==> config.mk <==
export PLATFORM = sky130hd
export DESIGN_NAME = prio_encode_latch
export DESIGN_NICKNAME = d
export VERILOG_FILES = /design/src/rtl/prio_encode_latch.sv
export SDC_FILE = /design/constraint.sdc
export NUM_CORES = 1
export LEC_CHECK = 0
export CORE_UTILIZATION = 35
export CTS_BUF_LIST = sky130_fd_sc_hd__clkbuf_2 sky130_fd_sc_hd__clkbuf_4 sky130_fd_sc_hd__clkbuf_8
export CTS_CLUSTER_SIZE = 28
export DETAILED_ROUTE_END_ITERATION = 10
export GPL_TIMING_DRIVEN = 0
export MAX_ROUTING_LAYER = met4
export PLACE_DENSITY_LB_ADDON = 0.3
export SLEW_MARGIN = 10
export SYNTH_ARGS = -nofsm -noshare
export SYNTH_HDL_FRONTEND = slang
export SYNTH_SLANG_ARGS = --single-unit
==> constraint.sdc <==
create_clock -name clk -period 1.6 [get_ports clk]
set_input_delay 0.16 -clock clk [delete_from_list [all_inputs] [get_ports clk]]
set_output_delay 0.16 -clock clk [all_outputs]
set_load 0.02 [all_outputs]
==> src/rtl/prio_encode_latch.sv <==
`default_nettype none
// ============================================================================
// Module : prio_encode_latch
// Brief  : Edge-captured 8-line priority encoder; holds one code until acked.
// Rev    : 1.0 - initial release
// ============================================================================
module prio_encode_latch (
    input  logic       clk,
    input  logic       reset,
    input  logic [7:0] req_n,
    input  logic       ei_n,
    input  logic       ack,
    output logic [2:0] code_n,
    output logic       gs_n,
    output logic       valid,
    output logic       eo_n,
    output logic [7:0] ovr
);

    localparam logic [0:0] S_IDLE    = 1'b0;
    localparam logic [0:0] S_PRESENT = 1'b1;
    localparam logic [2:0] c_NO_CODE = 3'b111;

    logic [0:0] r_state;
    logic [0:0] w_state_nxt;
    logic [7:0] r_req_prev;
    logic [7:0] r_armed;
    logic [7:0] r_pending;
    logic [7:0] r_ovr;
    logic [2:0] r_code_n;
    logic       r_gs_n;
    logic       r_valid;

    logic [7:0] w_edge;
    logic [7:0] w_set;
    logic [7:0] w_clr;
    logic [2:0] w_sel_idx;
    logic [2:0] w_code_nxt;
    logic       w_gs_nxt;
    logic       w_valid_nxt;

    // A line must be seen high after reset before its fall counts as an edge,
    // so lines held low through reset release are not captured.
    assign w_edge = r_req_prev & r_armed & ~req_n;
    assign w_set  = ei_n ? 8'h00 : w_edge;
    assign w_clr  = ((r_state == S_PRESENT) && ack) ? (8'h01 << ~r_code_n) : 8'h00;

    always_comb begin
        w_sel_idx = 3'd0;
        for (int i = 0; i < 8; i++) begin
            if (r_pending[i]) begin
                w_sel_idx = 3'(i);
            end
        end
    end

    always_comb begin
        w_state_nxt = r_state;
        w_code_nxt  = r_code_n;
        w_gs_nxt    = r_gs_n;
        w_valid_nxt = r_valid;
        case (r_state)
            S_IDLE: begin
                if (r_pending != 8'h00) begin
                    w_state_nxt = S_PRESENT;
                    w_code_nxt  = ~w_sel_idx;
                    w_gs_nxt    = 1'b0;
                    w_valid_nxt = 1'b1;
                end else begin
                    w_code_nxt  = c_NO_CODE;
                    w_gs_nxt    = 1'b1;
                    w_valid_nxt = 1'b0;
                end
            end
            S_PRESENT: begin
                // Held until ack; newer requests never preempt.
                if (ack) begin
                    w_state_nxt = S_IDLE;
                    w_code_nxt  = c_NO_CODE;
                    w_gs_nxt    = 1'b1;
                    w_valid_nxt = 1'b0;
                end
            end
            default: begin
                w_state_nxt = S_IDLE;
                w_code_nxt  = c_NO_CODE;
                w_gs_nxt    = 1'b1;
                w_valid_nxt = 1'b0;
            end
        endcase
    end

    always_ff @(posedge clk) begin
        if (reset) begin
            r_state    <= S_IDLE;
            r_req_prev <= 8'hFF;
            r_armed    <= req_n;
            r_pending  <= 8'h00;
            r_ovr      <= 8'h00;
            r_code_n   <= c_NO_CODE;
            r_gs_n     <= 1'b1;
            r_valid    <= 1'b0;
        end else begin
            r_state    <= w_state_nxt;
            r_req_prev <= req_n;
            r_armed    <= r_armed | req_n;
            // Set wins over a same-cycle clear.
            r_pending  <= (r_pending & ~w_clr) | w_set;
            r_ovr      <= w_set & r_pending & ~w_clr;
            r_code_n   <= w_code_nxt;
            r_gs_n     <= w_gs_nxt;
            r_valid    <= w_valid_nxt;
        end
    end

    assign code_n = r_code_n;
    assign gs_n   = r_gs_n;
    assign valid  = r_valid;
    assign ovr    = r_ovr;
    assign eo_n   = ~(~ei_n && (r_pending == 8'h00) && (r_state == S_IDLE) && (w_edge == 8'h00));

endmodule
`default_nettype wire
Word-level counts from Yosys, hierarchy flattened
Index checks and enable logic that the tools add are counted.
{ "word_totals": {"regBits": 38, "wordCells": 52, "out_inout_bits": 14, "ramBits": 0, "rom_bits": 0, "inputBits": 12, "n_memories": 0, "latchBits": 0} }
{ "classes": {"add_sub_neg": 0, "eq_ne": 1, "shifts": 1, "n_reduce_logical": 7, "div_mod_pow": 0, "magnitude_cmp": 0, "mul": 0, "bitwise_logic": 14, "muxes": 21} }
{ "ops": {"columns": ["operator", "count"], "rows": [
  ["bitwise AND 8 bit", 5],
  ["2-to-1 mux 8 bit", 3],
  ["2-to-1 mux 3 bit", 7],
  ["logical NOT 8 bit", 2],
  ["NOT 8 bit", 2],
  ["OR 8 bit", 2],
  ["nonzero test 8 bit", 1],
  ["left shift 1 x 3 -> 8 bit, first input constant", 1],
  ["2-to-1 mux 1 bit", 6],
  ["NOT 3 bit", 2],
  ["case mux 1 bit (2 select lines)", 3],
  ["case mux 3 bit (2 select lines)", 1],
  ["logical AND 1 bit", 4],
  ["NOT 1 bit", 3],
  ["2-to-1 mux 2 bit", 1],
  ["inequality test 2 bit, second input constant", 1]
]} }

Longest topological paths before layout
Gate-level depths: netlist (run 1).
{ "logic_depth": {"depth_word": 10, "ltp_mapped": 4, "ltp_nobuf": 3} }

Worst setup path before layout (run 1)
No wires, ideal clock.
{ "synth_path": {"path_type": "flip-flop to output port", "from": "register r_pending[3]", "to": "output port eo_n", "t_required_ps": 1440, "slack_ps": 173, "arrival_time_ps": 1267, "stages_incl_launch_ff": 4, "n_path_buf": 0, "cell_sequence": "dfxtp_1 nor4_2 nand4_1 or3_1"} }
{ "synth_between": {"elab_chain_len": 5} }
{ "synth_rtl": {"columns": ["item", "line", "text"], "rows": [
  ["start, declared", "28", "logic [7:0] r_pending;"],
  ["start signal, assigned", "108", "r_pending <= (r_pending & ~w_clr) | w_set;"],
  ["logical NOT 8 bit", "120", "assign eo_n = ~(~ei_n && (r_pending == 8'h00) && (r_state == S_IDLE) && (w_edge == 8'h00));"],
  ["logical AND 1 bit (3 in series)", "120", null],
  ["NOT 1 bit", "120", null],
  ["end, declared", "16", "output logic eo_n,"]
]} }
No other way between the ends.

Worst setup path in the final report (run 1)
{ "layout_path": {"from": "register r_pending[7]", "to": "output port eo_n"} }
Same word-level chain as after synthesis.

==> results of run 1 <==
[routing by layer]
metal | GRT usage, % | share of wire, % | up-vias | wire length [um]
met3 | 5.43 | 4.7 | 7 | 128
met1 | 17.0 | 46 | 502 | 1250
li1 | - | - | 534 | -
met5 | - | 0 | - | 0
met2 | 24.3 | 47 | 31 | 1280
met4 | 7.10 | 2.1 | 0 | 58
[synth_stat cells (all sizes together)]
library cell / number
o21a: 1
clkbuf: 3
nand3: 1
nand3b: 8
nand4: 2
nor4: 2
o311ai: 1
a221oi: 1
o21ai: 15
a21oi: 1
dfxtp: 38
nor2b: 1
o211ai: 2
or4: 1
nand2: 6
a21o: 9
a31oi: 1
inv: 2
or2: 8
nor3: 1
nor2: 14
or3: 1
clkinv: 1
o31ai: 3
nand2b: 10
[worst min path at each step]
stage | end | slack, ps | depth (start not counted)
after floorplan | r_armed[0] | 250 | 1
after global placement | gs_n | 430 | 2
after detailed placement | gs_n | 440 | 2
after CTS | gs_n | 450 | 2
after global routing | r_armed[2] | 460 | 2
final | gs_n | 450 | 2
[report_power, final]
part	switching, W	total (W)	internal, W
Clock	0.000319	0.000754	0.000435
Combinational	0.000140	0.000289	0.000149
Sequential	0.0000498	0.00106	0.00101
[logic make-up after synthesis]
logic type             Yosys count  share of synthesized area (%)
AO/OA/AOI/OAI                   34                           16.7
buffers and inverters            6                           1.69
AND/OR/NAND/NOR                 55                           24.4
flip-flops                      38                           57.2
[placed cells by master (no fill, tap or decap), types with 2 or more instances in the layout]
cell type / instances
clkbuf_1: 3
clkbuf_8: 8
nand3b_1: 8
nor2_1: 14
buf_4: 3
clkdlybuf4s50_1: 23
nand2b_1: 10
o31ai_1: 3
inv_1: 2
nand4_1: 2
nor4_4: 2
dfxtp_1: 35
or2_2: 8
o21ai_0: 15
dfxtp_2: 2
nand2_1: 6
o211ai_1: 2
a21o_1: 9
[worst min-delay path: cells and delay by family (launching register included)]
kind             cells  cell delay (ps)
AND/OR/NAND/NOR      2               90
flip-flops           1              320
[repair_timing]
action	4_1_cts	5_1_grt
resized for setup	10	2
pin swaps	4	1
buffers inserted	3	0
endpoints found under the setup margin	1	2
[area by class of cell]
cell class              instances  area [um2]
flip-flops and latches         38         767
fillers                       335        1870
inverters                       3        11.3
plain buffers                   3        11.3
well taps                      48        60.1
multi-input cells              89         556
repair buffers                 28         277
clock buffers                   8         110
[registers in the layout (all words and copies together), names as in the netlist]
register / count
gs_n: 1
ovr: 8
r_req_prev: 8
code_n: 3
r_pending: 8
valid: 1
r_state: 1
r_armed: 8
[metrics by stage]
step           util [%]  cell area [um2]  TNS, ps
2_1_floorplan         -             1330        0
3_3_place_gp       44.8             1640    -2040
3_5_place_dp       44.8             1640    -2470
4_1_cts            48.8             1790     -176
5_1_grt            48.9             1790     -219
6_report           48.9             1790     -170
==> summary.log, run 1 <==
INFO  outcome        run_status=complete, but fails checks
INFO  outcome        failing_checks=setup timing
INFO  final_layout   drive_above_1_share=15.4%
INFO  synth          syn-instance-count=133
INFO  routing        wirelength=2.72mm
INFO  floorplanning  die-height=63.6um
INFO  clock_tree     ctsRootBufferMaster=clkbuf_8
INFO  clock_tree     clk_pin_slew_worst_paths=70ps
INFO  setup_path     timing.critical_path.depth=4
INFO  pwr            static-leakage-power=0.680nW
INFO  synth          syn_area=1330um2
INFO  final_layout   final_cells=217
INFO  flow_run       maxCapViolations=0
INFO  floorplanning  die_area=4050um2
INFO  routing        drt-vias-per-instance=4.95
INFO  clock_tree     clock_buffer_count_from_cts=5
INFO  setup_path     crit_chain=nor4_4 > nand4_1 > or3_1 > buf_6
INFO  synth          synth-seq-cells=38
INFO  floorplanning  core-area=3660um2
INFO  setup_path     crit_path_end=eo_n
INFO  pwr            finalPower=0.00210W
INFO  timing         maxClockFrequency=565MHz
INFO  floorplanning  initial_core_util=36.3%
INFO  synth          synth.distinct_cells=26
INFO  setup_path     r2r.worst_path.cells=4
INFO  place          place_inst=206
INFO  timing         period_share=111%
INFO  timing         grt_setup_unrepaired=true
INFO  pwr            max-vdd-ir-drop=0.000649V
INFO  timing         worst-slew-pin-transition=462ps
INFO  clock_tree     h-tree-depth=2
INFO  synth          synthDominantCellAreaShare=57.2%
INFO  global_routing grt_overflow_total=0
INFO  clock_tree     postCtsHoldBufs=0
INFO  routing        detail-route-antenna-nets=0
INFO  min_path       hold_path_startpoint=gs_n
INFO  routing        dr.first_iter.drc_count=29
INFO  synth          netlist.top_cell.by_area=dfxtp_1
INFO  setup_path     critPathMaxStageDelay=390ps
INFO  final_layout   area_growth=34.7%
INFO  timing         finalCriticalPeriod=1770ps
INFO  global_routing antenna_found_initial=0
INFO  final_layout   num-nets-final=180
INFO  clock_tree     worst_skew_pair.late_latency=290ps
INFO  routing        via_count=1074
INFO  setup_path     timing.critical_path.fanout_max=2
INFO  setup_path     crit_start=r_pending[7]
INFO  setup_path     r2r-start=r_state
INFO  setup_path     cp.arrival=1610ps
INFO  floorplanning  chipWidth=63.6um
INFO  place          dpl.hpwl=1.94mm
INFO  timing         final-max-slew-violation-count=0
INFO  setup_path     cp-end-kind=primary output
INFO  setup_path     critical_path.reg2reg.endpoint=r_pending[0]
INFO  min_path       timing.hold.worst.class=reg2reg
INFO  timing         hold_violations=0
INFO  setup_path     startpoint_type=flip-flop
INFO  clock_tree     cts_num_sinks=38
INFO  synth          ys_top_cells_by_area=dfxtp_1 57%, o21ai_0 5.6%, a21o_1 5.1%
INFO  place          place.gp.congestion=0.851
INFO  setup_path     crit_slowest_cell=or3_1
INFO  timing         whs=449ps
INFO  routing        post_drt_wl_per_cell=12.5um
INFO  pwr            pwr_density_cell=1170nW/um2
INFO  synth          synth.yosys.warnings=0
INFO  floorplanning  boundaryPins=26
INFO  synth          synth.avg_cell_area=10.0um2
INFO  timing         max-slew-margin-rel=69.1%
INFO  floorplanning  row_count=22
INFO  setup_path     worstPathBufferInverterCount=1
INFO  routing        drt_first_pass_iters=4
INFO  global_routing grt_pass1_vias=1016
INFO  global_routing grt_first_pass_wirelength=4.51mm
INFO  final_layout   n_antenna_cell=0
INFO  timing         count_of_endpoints_failing_setup_in_the_final_report=1
INFO  setup_path     cpLargestDelayFamily=simple AND/OR/NAND/NOR gates
INFO  setup_path     cp_data_required_time=1440ps
INFO  global_routing track_usage=15.3%
INFO  synth          syn_nets=145
INFO  clock_tree     cts-root-to-sink-buffers=2
INFO  global_routing grt_start_max_net_pins=12
INFO  routing        drc_errors=0
INFO  synth          share_of_synthesized_area_occupied_by_flip_flops_and_latches=57.2%
INFO  place          place_worst_setup_slack=-388ps
INFO  setup_path     regToRegSetupSlack=210ps
INFO  clock_tree     cts_tree=built
INFO  timing         fin_skew=3.96ps
INFO  timing         crit_path_setup_slack_layout=-170ps
INFO  setup_path     worst-setup-path-type=reg2out
INFO  place          port-buffer-count=25
(Power assumes the default switching activity.)
==> run 2, diff against run 1 <==
- GPL_ROUTABILITY_DRIVEN: default -> 0
==> results of run 2 <==
Final layout, timing and power as in run 1 (identical DEF).
==> run 3, diff against run 2 <==
- MAX_ROUTING_LAYER: met4 -> default
- SLEW_MARGIN: 10 -> default
==> run 3 against run 2 <==
Effect of this change:
- the run still ends with setup timing left
- core utilization unchanged
- routed wire length unchanged
- highest routed layer unchanged
- power about the same
- clock power about the same
==> summary.log, run 3 (same netlist as run 1, synthesis figures left out) <==
INFO  clock_tree     cts_tree=built
INFO  timing         fin_skew=3.93ps
INFO  routing        post_drt_wl_per_cell=12.5um
INFO  place          port-buffer-count=25
INFO  clock_tree     cts_num_sinks=38
INFO  pwr            static-leakage-power=0.680nW
INFO  timing         period_share=111%
INFO  setup_path     timing.critical_path.fanout_max=2
INFO  clock_tree     clock_buffer_count_from_cts=5
INFO  global_routing grt_pass1_vias=1016
INFO  timing         hold_violations=0
INFO  final_layout   layout_common_cells=35 x dfxtp_1, 23 x clkdlybuf4s50_1, 15 x o21ai_0, 14 x nor2_1, 10 x nand2b_1
INFO  setup_path     cp.arrival=1610ps
INFO  setup_path     cp_data_required_time=1440ps
INFO  routing        wirelength=2.72mm
INFO  setup_path     startpoint_type=flip-flop
INFO  floorplanning  die-height=63.6um
INFO  timing         finalCriticalPeriod=1770ps
INFO  global_routing grt_first_pass_wirelength=4.51mm
INFO  global_routing grt_overflow_total=0
INFO  clock_tree     worst_skew_pair.late_latency=290ps
INFO  final_layout   n_antenna_cell=0
INFO  min_path       timing.hold.worst.class=reg2reg
INFO  timing         maxClockFrequency=565MHz
INFO  timing         crit_path_setup_slack_layout=-170ps
INFO  timing         worst-slew-pin-transition=462ps
INFO  timing         final-max-slew-violation-count=0
INFO  global_routing antenna_found_initial=0
INFO  final_layout   area_growth=34.7%
INFO  routing        drc_errors=0
INFO  timing         max-slew-margin-rel=69.1%
INFO  routing        detail-route-antenna-nets=0
INFO  min_path       min_path_cells=2
INFO  floorplanning  initial_core_util=36.3%
INFO  floorplanning  die_area=4050um2
INFO  global_routing track_usage=14.9%
INFO  routing        drt_first_pass_iters=4
INFO  routing        via_count=1074
INFO  setup_path     cp-end-kind=primary output
INFO  clock_tree     h-tree-depth=2
INFO  clock_tree     cts-root-to-sink-buffers=2
INFO  routing        drt-vias-per-instance=4.95
INFO  clock_tree     ctsRootBufferMaster=clkbuf_8
INFO  routing        dr.first_iter.drc_count=29
INFO  clock_tree     clk_pin_slew_worst_paths=70ps
INFO  setup_path     r2r.worst_path.cells=4
INFO  floorplanning  core-area=3660um2
INFO  final_layout   final_cell_area=1790um2
INFO  pwr            max-vdd-ir-drop=0.000649V
INFO  final_layout   num-nets-final=180
INFO  flow_run       maxCapViolations=0
INFO  setup_path     regToRegSetupSlack=210ps
INFO  timing         count_of_endpoints_failing_setup_in_the_final_report=1
INFO  final_layout   fin_util=48.9%
INFO  final_layout   drive_above_1_share=15.4%
INFO  timing         grt_setup_unrepaired=true
INFO  floorplanning  row_count=22
INFO  final_layout   layout.cells.most_common=dfxtp_1
INFO  outcome        failing_checks=setup timing
INFO  place          dpl.hpwl=1.94mm
INFO  global_routing grt_start_max_net_pins=12
INFO  pwr            pwr_density_cell=1170nW/um2
INFO  floorplanning  chipWidth=63.6um
INFO  setup_path     worst-setup-path-type=reg2out
INFO  floorplanning  boundaryPins=26
INFO  place          post_dp_cell_area=1640um2
INFO  outcome        run_status=complete, but fails checks
INFO  place          place_worst_setup_slack=-388ps
==> run 3: cell counts in the layout (fill, tap and decap cells not counted) <==
No cell type changed its count.
==> run 3: cell type report <==
class | instances | area, um2
inverters | 3 | 11.3
repair buffers | 28 | 277
well taps | 48 | 60.1
plain buffers | 3 | 11.3
multi-input cells | 89 | 556
fillers | 335 | 1870
flip-flops and latches | 38 | 767
clock buffers | 8 | 110
==> run 3: repair_timing <==
item / 4_1_cts / 5_1_grt
pin swaps: 4 / 1
gates cloned: 0 / 0
setup endpoints to repair: 1 / 2
hold buffers: 0 / 0
resized for setup: 10 / 2
endpoints found under the hold margin: 0 / 0
setup buffers: 3 / 0
==> run 3: stage by stage <==
step                      hold WS, ps  setup TNS, ps  cells  total power [W]
final                             449           -170    217          0.00210
after global routing              464           -219    217          0.00220
after CTS                         449           -176    217          0.00212
after detailed placement          440          -2470    206          0.00135
after global placement            429          -2040    206          0.00134
after floorplan                   246              0    133          0.00123
==> run 3: path summary, 6_finish.rpt <==
| kind | start | end |
|---|---|---|
| max | r_pending[7] | eo_n |
| max reg2reg | r_state | r_pending[0] |
| min reg2reg | gs_n | gs_n |
| min | gs_n | gs_n |
==> run 3: power breakdown <==
group	internal (W)	switching, W
combinational	0.000149	0.000140
clock	0.000435	0.000319
sequential	0.00101	0.0000498
total	0.00159	0.000509
==> run 3: worst max-delay path: stages (launching register included) <==
cell     delay (ps)
dfxtp_4         350
nor4_4          300
nand4_1         130
or3_1           390
buf_6           140
==> run 3: layer usage <==
layer | global-route usage (%) | vias to the layer above | part of all wire (%)
li1 | - | 534 | -
met5 | 0 | - | 0
met3 | 5.43 | 7 | 4.7
met4 | 7.10 | 0 | 2.1
met2 | 24.3 | 31 | 47
met1 | 17.0 | 502 | 46
